## src/rtl/dmux_rr_dispatcher.sv

```systemverilog
// Round-robin dispatcher feeding a 1-to-8 demultiplexer.
// Accepts a serial bit stream over valid/ready and routes successive bits to
// the channels enabled in a per-frame mask, lowest channel first, holding
// each routed bit with a strobe for HOLD_CYCLES cycles.
module dmux_rr_dispatcher #(
    parameter int HOLD_CYCLES = 1,
    parameter int CNT_W       = 8
) (
    input  logic             clk,
    input  logic             rst_n,
    input  logic             in_data,
    input  logic             in_valid,
    output logic             in_ready,
    input  logic [7:0]       chan_mask,
    input  logic             flush,
    output logic             out_data,
    output logic             sel0,
    output logic             sel1,
    output logic             sel2,
    output logic             out_strobe,
    output logic             frame_done,
    output logic [CNT_W-1:0] frame_count
);

    typedef enum logic [1:0] {
        IDLE   = 2'd0,
        ACCEPT = 2'd1,
        HOLD   = 2'd2
    } state_t;

    // Hold counter is wide enough for the largest legal HOLD_CYCLES (16).
    localparam logic [4:0] HOLD_INIT = 5'(HOLD_CYCLES - 1);

    state_t           state, state_nxt;
    logic [2:0]       ptr, ptr_nxt;
    logic [7:0]       mask_q, mask_nxt;
    logic [4:0]       hold_cnt, hold_nxt;
    logic             data_q, data_nxt;
    logic [2:0]       sel_q, sel_nxt;
    logic             strobe_q, strobe_nxt;
    logic             done_q, done_nxt;
    logic [CNT_W-1:0] count_q, count_nxt;

    // Channels strictly above the current pointer, and the next one to serve.
    logic [8:0]       below_ptr;
    logic [7:0]       higher;
    logic             has_higher;

    // Priority encoder: index of the lowest set bit (0 when none is set).
    function automatic logic [2:0] lowest_set(input logic [7:0] m);
        logic [2:0] idx;
        idx = '0;
        for (int i = 7; i >= 0; i--) begin
            if (m[i]) idx = 3'(i);
        end
        return idx;
    endfunction

    assign below_ptr  = (9'd2 << ptr) - 9'd1;
    assign higher     = mask_q & ~below_ptr[7:0];
    assign has_higher = |higher;

    assign in_ready    = (state == ACCEPT) && !flush;
    assign out_data    = data_q;
    assign sel0        = sel_q[0];
    assign sel1        = sel_q[1];
    assign sel2        = sel_q[2];
    assign out_strobe  = strobe_q;
    assign frame_done  = done_q;
    assign frame_count = count_q;

    // State and output registers; all next values come from the block below.
    // NOTE: sequential state uses non-blocking (<=) so every register samples
    // the pre-edge values; blocking here would create order-dependent races.
    always_ff @(posedge clk or negedge rst_n) begin
        if (!rst_n) begin
            state    <= IDLE;
            ptr      <= '0;
            mask_q   <= '0;
            hold_cnt <= '0;
            data_q   <= 1'b0;
            sel_q    <= '0;
            strobe_q <= 1'b0;
            done_q   <= 1'b0;
            count_q  <= '0;
        end else begin
            state    <= state_nxt;
            ptr      <= ptr_nxt;
            mask_q   <= mask_nxt;
            hold_cnt <= hold_nxt;
            data_q   <= data_nxt;
            sel_q    <= sel_nxt;
            strobe_q <= strobe_nxt;
            done_q   <= done_nxt;
            count_q  <= count_nxt;
        end
    end

    // Next-state logic: flush first, then the IDLE/ACCEPT/HOLD sequencing.
    always_comb begin
        // NOTE: every output of this block gets a default first so no path
        // leaves a variable unassigned, which would infer a latch.
        state_nxt  = state;
        ptr_nxt    = ptr;
        mask_nxt   = mask_q;
        hold_nxt   = hold_cnt;
        data_nxt   = data_q;
        sel_nxt    = sel_q;
        strobe_nxt = strobe_q;
        done_nxt   = 1'b0;
        count_nxt  = count_q;

        if (flush) begin
            state_nxt  = IDLE;
            strobe_nxt = 1'b0;
            ptr_nxt    = '0;
        end else begin
            case (state)
                IDLE: begin
                    if (|chan_mask) begin
                        mask_nxt  = chan_mask;
                        ptr_nxt   = lowest_set(chan_mask);
                        state_nxt = ACCEPT;
                    end
                end
                ACCEPT: begin
                    if (in_valid) begin
                        data_nxt   = in_data;
                        sel_nxt    = ptr;
                        strobe_nxt = 1'b1;
                        hold_nxt   = HOLD_INIT;
                        state_nxt  = HOLD;
                    end
                end
                HOLD: begin
                    if (hold_cnt == '0) begin
                        strobe_nxt = 1'b0;
                        if (!has_higher) begin
                            // Last enabled channel served: close the frame.
                            done_nxt  = 1'b1;
                            count_nxt = count_q + CNT_W'(1);
                            if (|chan_mask) begin
                                mask_nxt  = chan_mask;
                                ptr_nxt   = lowest_set(chan_mask);
                                state_nxt = ACCEPT;
                            end else begin
                                state_nxt = IDLE;
                            end
                        end else begin
                            ptr_nxt   = lowest_set(higher);
                            state_nxt = ACCEPT;
                        end
                    end else begin
                        hold_nxt = hold_cnt - 5'd1;
                    end
                end
                default: state_nxt = IDLE;
            endcase
        end
    end

endmodule

```

## config.mk

```make
export PLATFORM = sky130hd
export DESIGN_NAME = dmux_rr_dispatcher
export DESIGN_NICKNAME = d
export VERILOG_FILES = /design/src/rtl/dmux_rr_dispatcher.sv
export SDC_FILE = /design/constraint.sdc
export NUM_CORES = 1
export LEC_CHECK = 0
export BUFFER_PORTS_ARGS = -buffer_cell sky130_fd_sc_hd__buf_4
export CAP_MARGIN = 20
export CORE_ASPECT_RATIO = 1.1
export CORE_MARGIN = 5
export CORE_UTILIZATION = 45
export CTS_CLUSTER_SIZE = 30
export DETAILED_ROUTE_END_ITERATION = 16
export PLACE_DENSITY = 0.66
export SKIP_LAST_GASP = 1
export SLEW_MARGIN = 20
export SYNTH_ARGS = -nofsm -noshare
export SYNTH_HDL_FRONTEND = slang
export SYNTH_SLANG_ARGS = --single-unit
export TNS_END_PERCENT = 100
```

## constraint.sdc

```tcl
create_clock -name clk -period 2.9 [get_ports clk]
set_input_delay 0.725 -clock clk [delete_from_list [all_inputs] [get_ports clk]]
set_output_delay 0.725 -clock clk [all_outputs]
set_load 0.02 [all_outputs]
```

# --- Yosys cells after proc, flatten, opt, wreduce, memory -nomap -nowiden ---
# Index checks and enable logic that the tools add are counted.
classes:
  eq_ne: 9
  bitwise_logic: 4
  shifts: 1
  reduce_logical: 17
  n_mux: 43
  n_addsub: 3
ops:
  columns: ["cell", "count"]
  rows:
  - ["$mux 3", 20]
  - ["$mux 8", 3]
  - ["$pmux 8 s2", 1]
  - ["$reduce_or 8->1", 2]
  - ["$reduce_and 4->1", 3]
  - ["$mux 2", 5]
  - ["$mux 5", 2]
  - ["$pmux 5 s2", 1]
  - ["$ne 3x3->1 const B", 3]
  - ["$reduce_and 3->1", 3]
  - ["$add 8x1->8 const B", 1]
  - ["$and 8x8->8", 1]
  - ["$mux 1", 8]
  - ["$ne 2x2->1 const B", 4]
  - ["$not 8->8", 1]
  - ["$shl 2x3->8 const A", 1]
  - ["$sub 8x1->8 const B", 1]
  - ["$pmux 2 s3", 1]
  - ["$pmux 3 s2", 1]
  - ["$reduce_bool 3->1", 2]
  - ["$logic_not 5->1", 1]
  - ["$sub 5x1->5 const B", 1]
  - ["$reduce_bool 2->1", 2]
  - ["$eq 2x1->1 const B", 1]
  - ["7 further kinds", 8]
word_totals:
  in_bits: 13
  out_inout_bits: 15
  ff_bits: 32
  word_cells: 86

# --- Logic depth before layout (Yosys ltp) ---
depth:
  depth_word: 16
  mapped_depth: 11
  mapped_depth_nobuf: 9

# --- Worst setup path after synthesis ---
# Ideal clock, no wire load.
synth_path:
  path_kind: "reg2reg"
  start: "register ptr[1]"
  end: "register mask_q[1]"
  setup_slack_ns: 0.055
  period_less_slack_ns: 2.845
  arrival_time_ns: 2.717
  stages_incl_launch_ff: 11
  required_time_ns: 2.773
  setup_time_ns: 0.127
  cell_sequence: "dfrtp_1 > buf_2 > or3_1 > ha_1 > or2_1 > a31oi_1 > nor2_1 > o31ai_2 > and3b_1 > buf_4 > mux2_1"
synth_via:
  elab_chain_cells: 7
synth_rtl:
  columns: ["element", "line", "rtl"]
  rows:
  - ["from (decl)", "35", "logic [2:0] ptr, ptr_nxt;"]
  - ["from (signal assigned)", "88", "ptr <= ptr_nxt;"]
  - ["$shl 2x3->8", "59", "assign below_ptr = (9'd2 << ptr) - 9'd1;"]
  - ["$sub 8x1->8", "59", null]
  - ["$not 8->8", "60", "assign higher = mask_q & ~below_ptr[7:0];"]
  - ["$and 8x8->8", "60", null]
  - ["$reduce_or 8->1", "61", "assign has_higher = |higher;"]
  - ["$ne 2x2->1 (no line)", null, null]
  - ["$reduce_and 4->1 (no line)", null, null]
  - ["to (signal assigned)", "89", "mask_q <= mask_nxt;"]
  - ["to (decl)", "36", "logic [7:0] mask_q, mask_nxt;"]
# No other way between the ends.
# A chain may end at the register's enable or synchronous reset.

# --- Worst setup path in the final report ---
layout_path:
  start: "register ptr[0]"
  end: "register mask_q[4]"
# Same word-level chain as after synthesis.

==> results.cfg <==
[timing]
min_period_ns = 2.73
slew_viol_final = 0
relSlewSlack_pct = 68.1
whs_ns = 0.371
timing.setup.tns_ns = 0
fmax_ghz = 0.367
hold_viol = 0
fin_crit_sh_pct = 94.0
worst_pin_slew_ns = 0.477
fin_skew_ns = 0.00462
setup_violations = 0

[synth]
syn_avg_cell_area_um2 = 10.4
synth_edf_count = 0
synth_area_um2 = 1780
synth_fp_nets = 189
synth_cells = 172
ys_seq_area_share_pct = 43.5
ys.flop_type = dfrtp_1
postSynth.asyncResetShare_pct = 100
synth_cell_types = 55
yosysWarningCount = 0
synth_seq_cells = 31

[setup_path]
crit_family = simple AND/OR/NAND/NOR gates
crit_slowest_cell = or3_1
cp_max_fo = 8
critical_path.max_stage_delay_ns = 0.38
path_cells = or3_1 -> ha_1 -> or2_1 -> a31oi_2 -> nor2_1 -> o31ai_2 -> and3b_2 -> mux2_1
critPathKind = register to register
critical_path_buf_inv_count = 0
arrival_ns = 2.88
start_kind = register
crit_path_end_kind = register
crit_required_ns = 3.06

[cells_and_area]
final_common_cell = buf_4
regArea_um2 = 776
postLayoutCellArea_um2 = 2150
fillers = 367
synthToLayoutAreaGrowth_pct = 20.7
diodes = 0
final_cell_mix = 32 x buf_4, 31 x dfrtp_1, 14 x nor2_1
fin_nets = 222
multi_input_area_um2 = 955
instances_no_fill = 257
fin_util_pct = 55.2
drive_above_1_share_pct = 28.8

[floorplan]
ios = 28
fp.dieH_um = 76.0
die_x_um = 70.0
rows = 24
die-area_um2 = 5330
initial_utilization_pct = 45.7
coreArea_um2 = 3900

[route]
highest_layer = met4
post_drt_wl_per_cell_um = 14.5
viasPerCell = 5.55
wl_met2_um = 1910
drt_iter0_drc = 95
num_vias = 1427
detail_route.first_pass.iterations = 4
drc = 0
wl_met1_um = 1590
dr_wl_met3_um = 170
drt-total-wl_um = 3730
ant_nets = 0

[clock_network]
cts_buffer_depth = 2
clk_latency_ns = 0.28
path_clk_slew_ns = 0.06
clock-root-buffer = clkbuf_8
h-tree-depth = 2
clock-sinks = 31
cts_buffers = 5
cts_setup_buffers = 0
cts_tree = built

[pwr]
comb_power_share_pct = 44.2
vdd_drop_max_v = 0.000395
switching_share_pct = 38.9
powerDensity_nw_per_um2 = 826
p_int_mw = 1.09
p_sw_mw = 0.691
leakage_nw = 0.976
p_clk_share_pct = 18.8
seqPwrFrac_pct = 37.0

[grt]
grt_pass1_vias = 1452
grt_usage_pct = 14.9
antenna_found_initial = 0
grt_max_degree = 32
grt_first_pass_wirelength_um = 6550
grt.overflow.total = 0

[run]
max_cap_viol_count = 0

[placement]
post-place-cells = 250
place_area_um2 = 2060
port_buffers = 27
hpwl_um = 2820
place.gp.congestion = 0.966

[status]
outcome = complete, no violations

[worst_hold_path]
min_path_type = input pin to async pin
==> through the flow <==
stage	worst slack (ns)	total power [mW]
after floorplan	0.0551	1.23
after global placement	0.171	1.42
after detailed placement	0.111	1.45
after CTS	0.0904	1.79
after global routing	-0.0140	1.92
final	0.174	1.78
==> power by group through the flow <==
| stage | registers, mW | logic [mW] | clock network [mW] |
|---|---|---|---|
| floorplan | 0.688 | 0.539 | 0 |
| global placement | 0.657 | 0.760 | 0 |
| detailed placement | 0.665 | 0.782 | 0 |
| CTS | 0.658 | 0.789 | 0.342 |
| global route | 0.680 | 0.875 | 0.366 |
| finish | 0.658 | 0.787 | 0.334 |
==> Yosys cell counts (all sizes together), types with 2 or more instances <==
cell | number | area [um2]
dfrtp | 31 | 776
nor2 | 14 | 52.6
nand2 | 13 | 48.8
mux2 | 12 | 135
inv | 8 | 30.0
a21oi | 7 | 38.8
o21ai | 6 | 30.0
buf | 5 | 27.5
nand2b | 5 | 31.3
xnor2 | 5 | 43.8
xor2 | 5 | 43.8
ha | 4 | 50.1
nor3b | 4 | 40.0
o22ai | 4 | 25.0
nand3 | 3 | 27.5
nand4 | 3 | 18.8
nor2b | 3 | 18.8
nor3 | 3 | 20.0
nor4b | 3 | 53.8
o31ai | 3 | 27.5
or2 | 3 | 18.8
a22o | 2 | 17.5
a311oi | 2 | 17.5
mux2i | 2 | 20.0
nor4 | 2 | 12.5
o311ai | 2 | 17.5
or3 | 2 | 12.5
or4 | 2 | 18.8
==> what timing repair did <==
| item | in CTS | in global routing |
|---|---|---|
| resized for setup | 0 | 2 |
| hold endpoints to repair | 0 | 0 |
| endpoints found under the setup margin | 0 | 6 |
| hold buffers | 0 | 0 |
==> logic make-up (layout without fill, tap and decap cells) <==
group                    after synthesis  count (layout)  share of synthesized area (%)
AND/OR/NAND/NOR                       65              65                           23.4
AO/OA/AOI/OAI                         34              34                           13.3
flip-flops                            31              31                           43.5
multiplexers                          14              14                           8.70
buffers and inverters                 14              47                           3.44
XOR/XNOR                              10              10                           4.91
adder cells (fa/ha/maj)                4               4                           2.81
==> routing by layer <==
metal,vias up,global-route usage (%)
met4,0,6.13
met5,-,0
met3,6,3.96
met1,699,18.6
met2,38,24.3
li1,684,-
==> sequential cells by signal (all words and copies together), names as in the netlist <==
| name | cells |
|---|---|
| frame_count | 8 |
| mask_q | 7 |
| hold_cnt | 5 |
| ptr | 3 |
| sel_q | 3 |
| state | 2 |
| frame_done | 1 |
| out_data | 1 |
| out_strobe | 1 |
==> final cells by class <==
| cell class | count | area share (%) |
|---|---|---|
| multi-input cells | 127 | 44.3 |
| flip-flops and latches | 31 | 36.0 |
| repair buffers | 32 | 11.2 |
| clock buffers | 6 | 3.83 |
| well taps | 52 | 3.02 |
| inverters | 8 | 1.39 |
| clock inverters | 1 | 0.232 |
==> final timing paths <==
path	from	to	slack, ns	cells after the start
max in group asynchronous	rst_n	out_data$_DFFE_PN0P_	2.24	1
max	ptr[0]$_DFFE_PN0P_	mask_q[4]$_DFFE_PN0P_	0.17	8
min in group clk	frame_count[7]$_DFFE_PN0P_	frame_count[7]$_DFFE_PN0P_	0.47	1
min	rst_n	frame_count[5]$_DFFE_PN0P_	0.37	1
max reg2reg	ptr[0]$_DFFE_PN0P_	mask_q[4]$_DFFE_PN0P_	0.17	8
min reg2reg	frame_count[7]$_DFFE_PN0P_	frame_count[7]$_DFFE_PN0P_	0.47	1
Power figures use the tool's default switching activity.
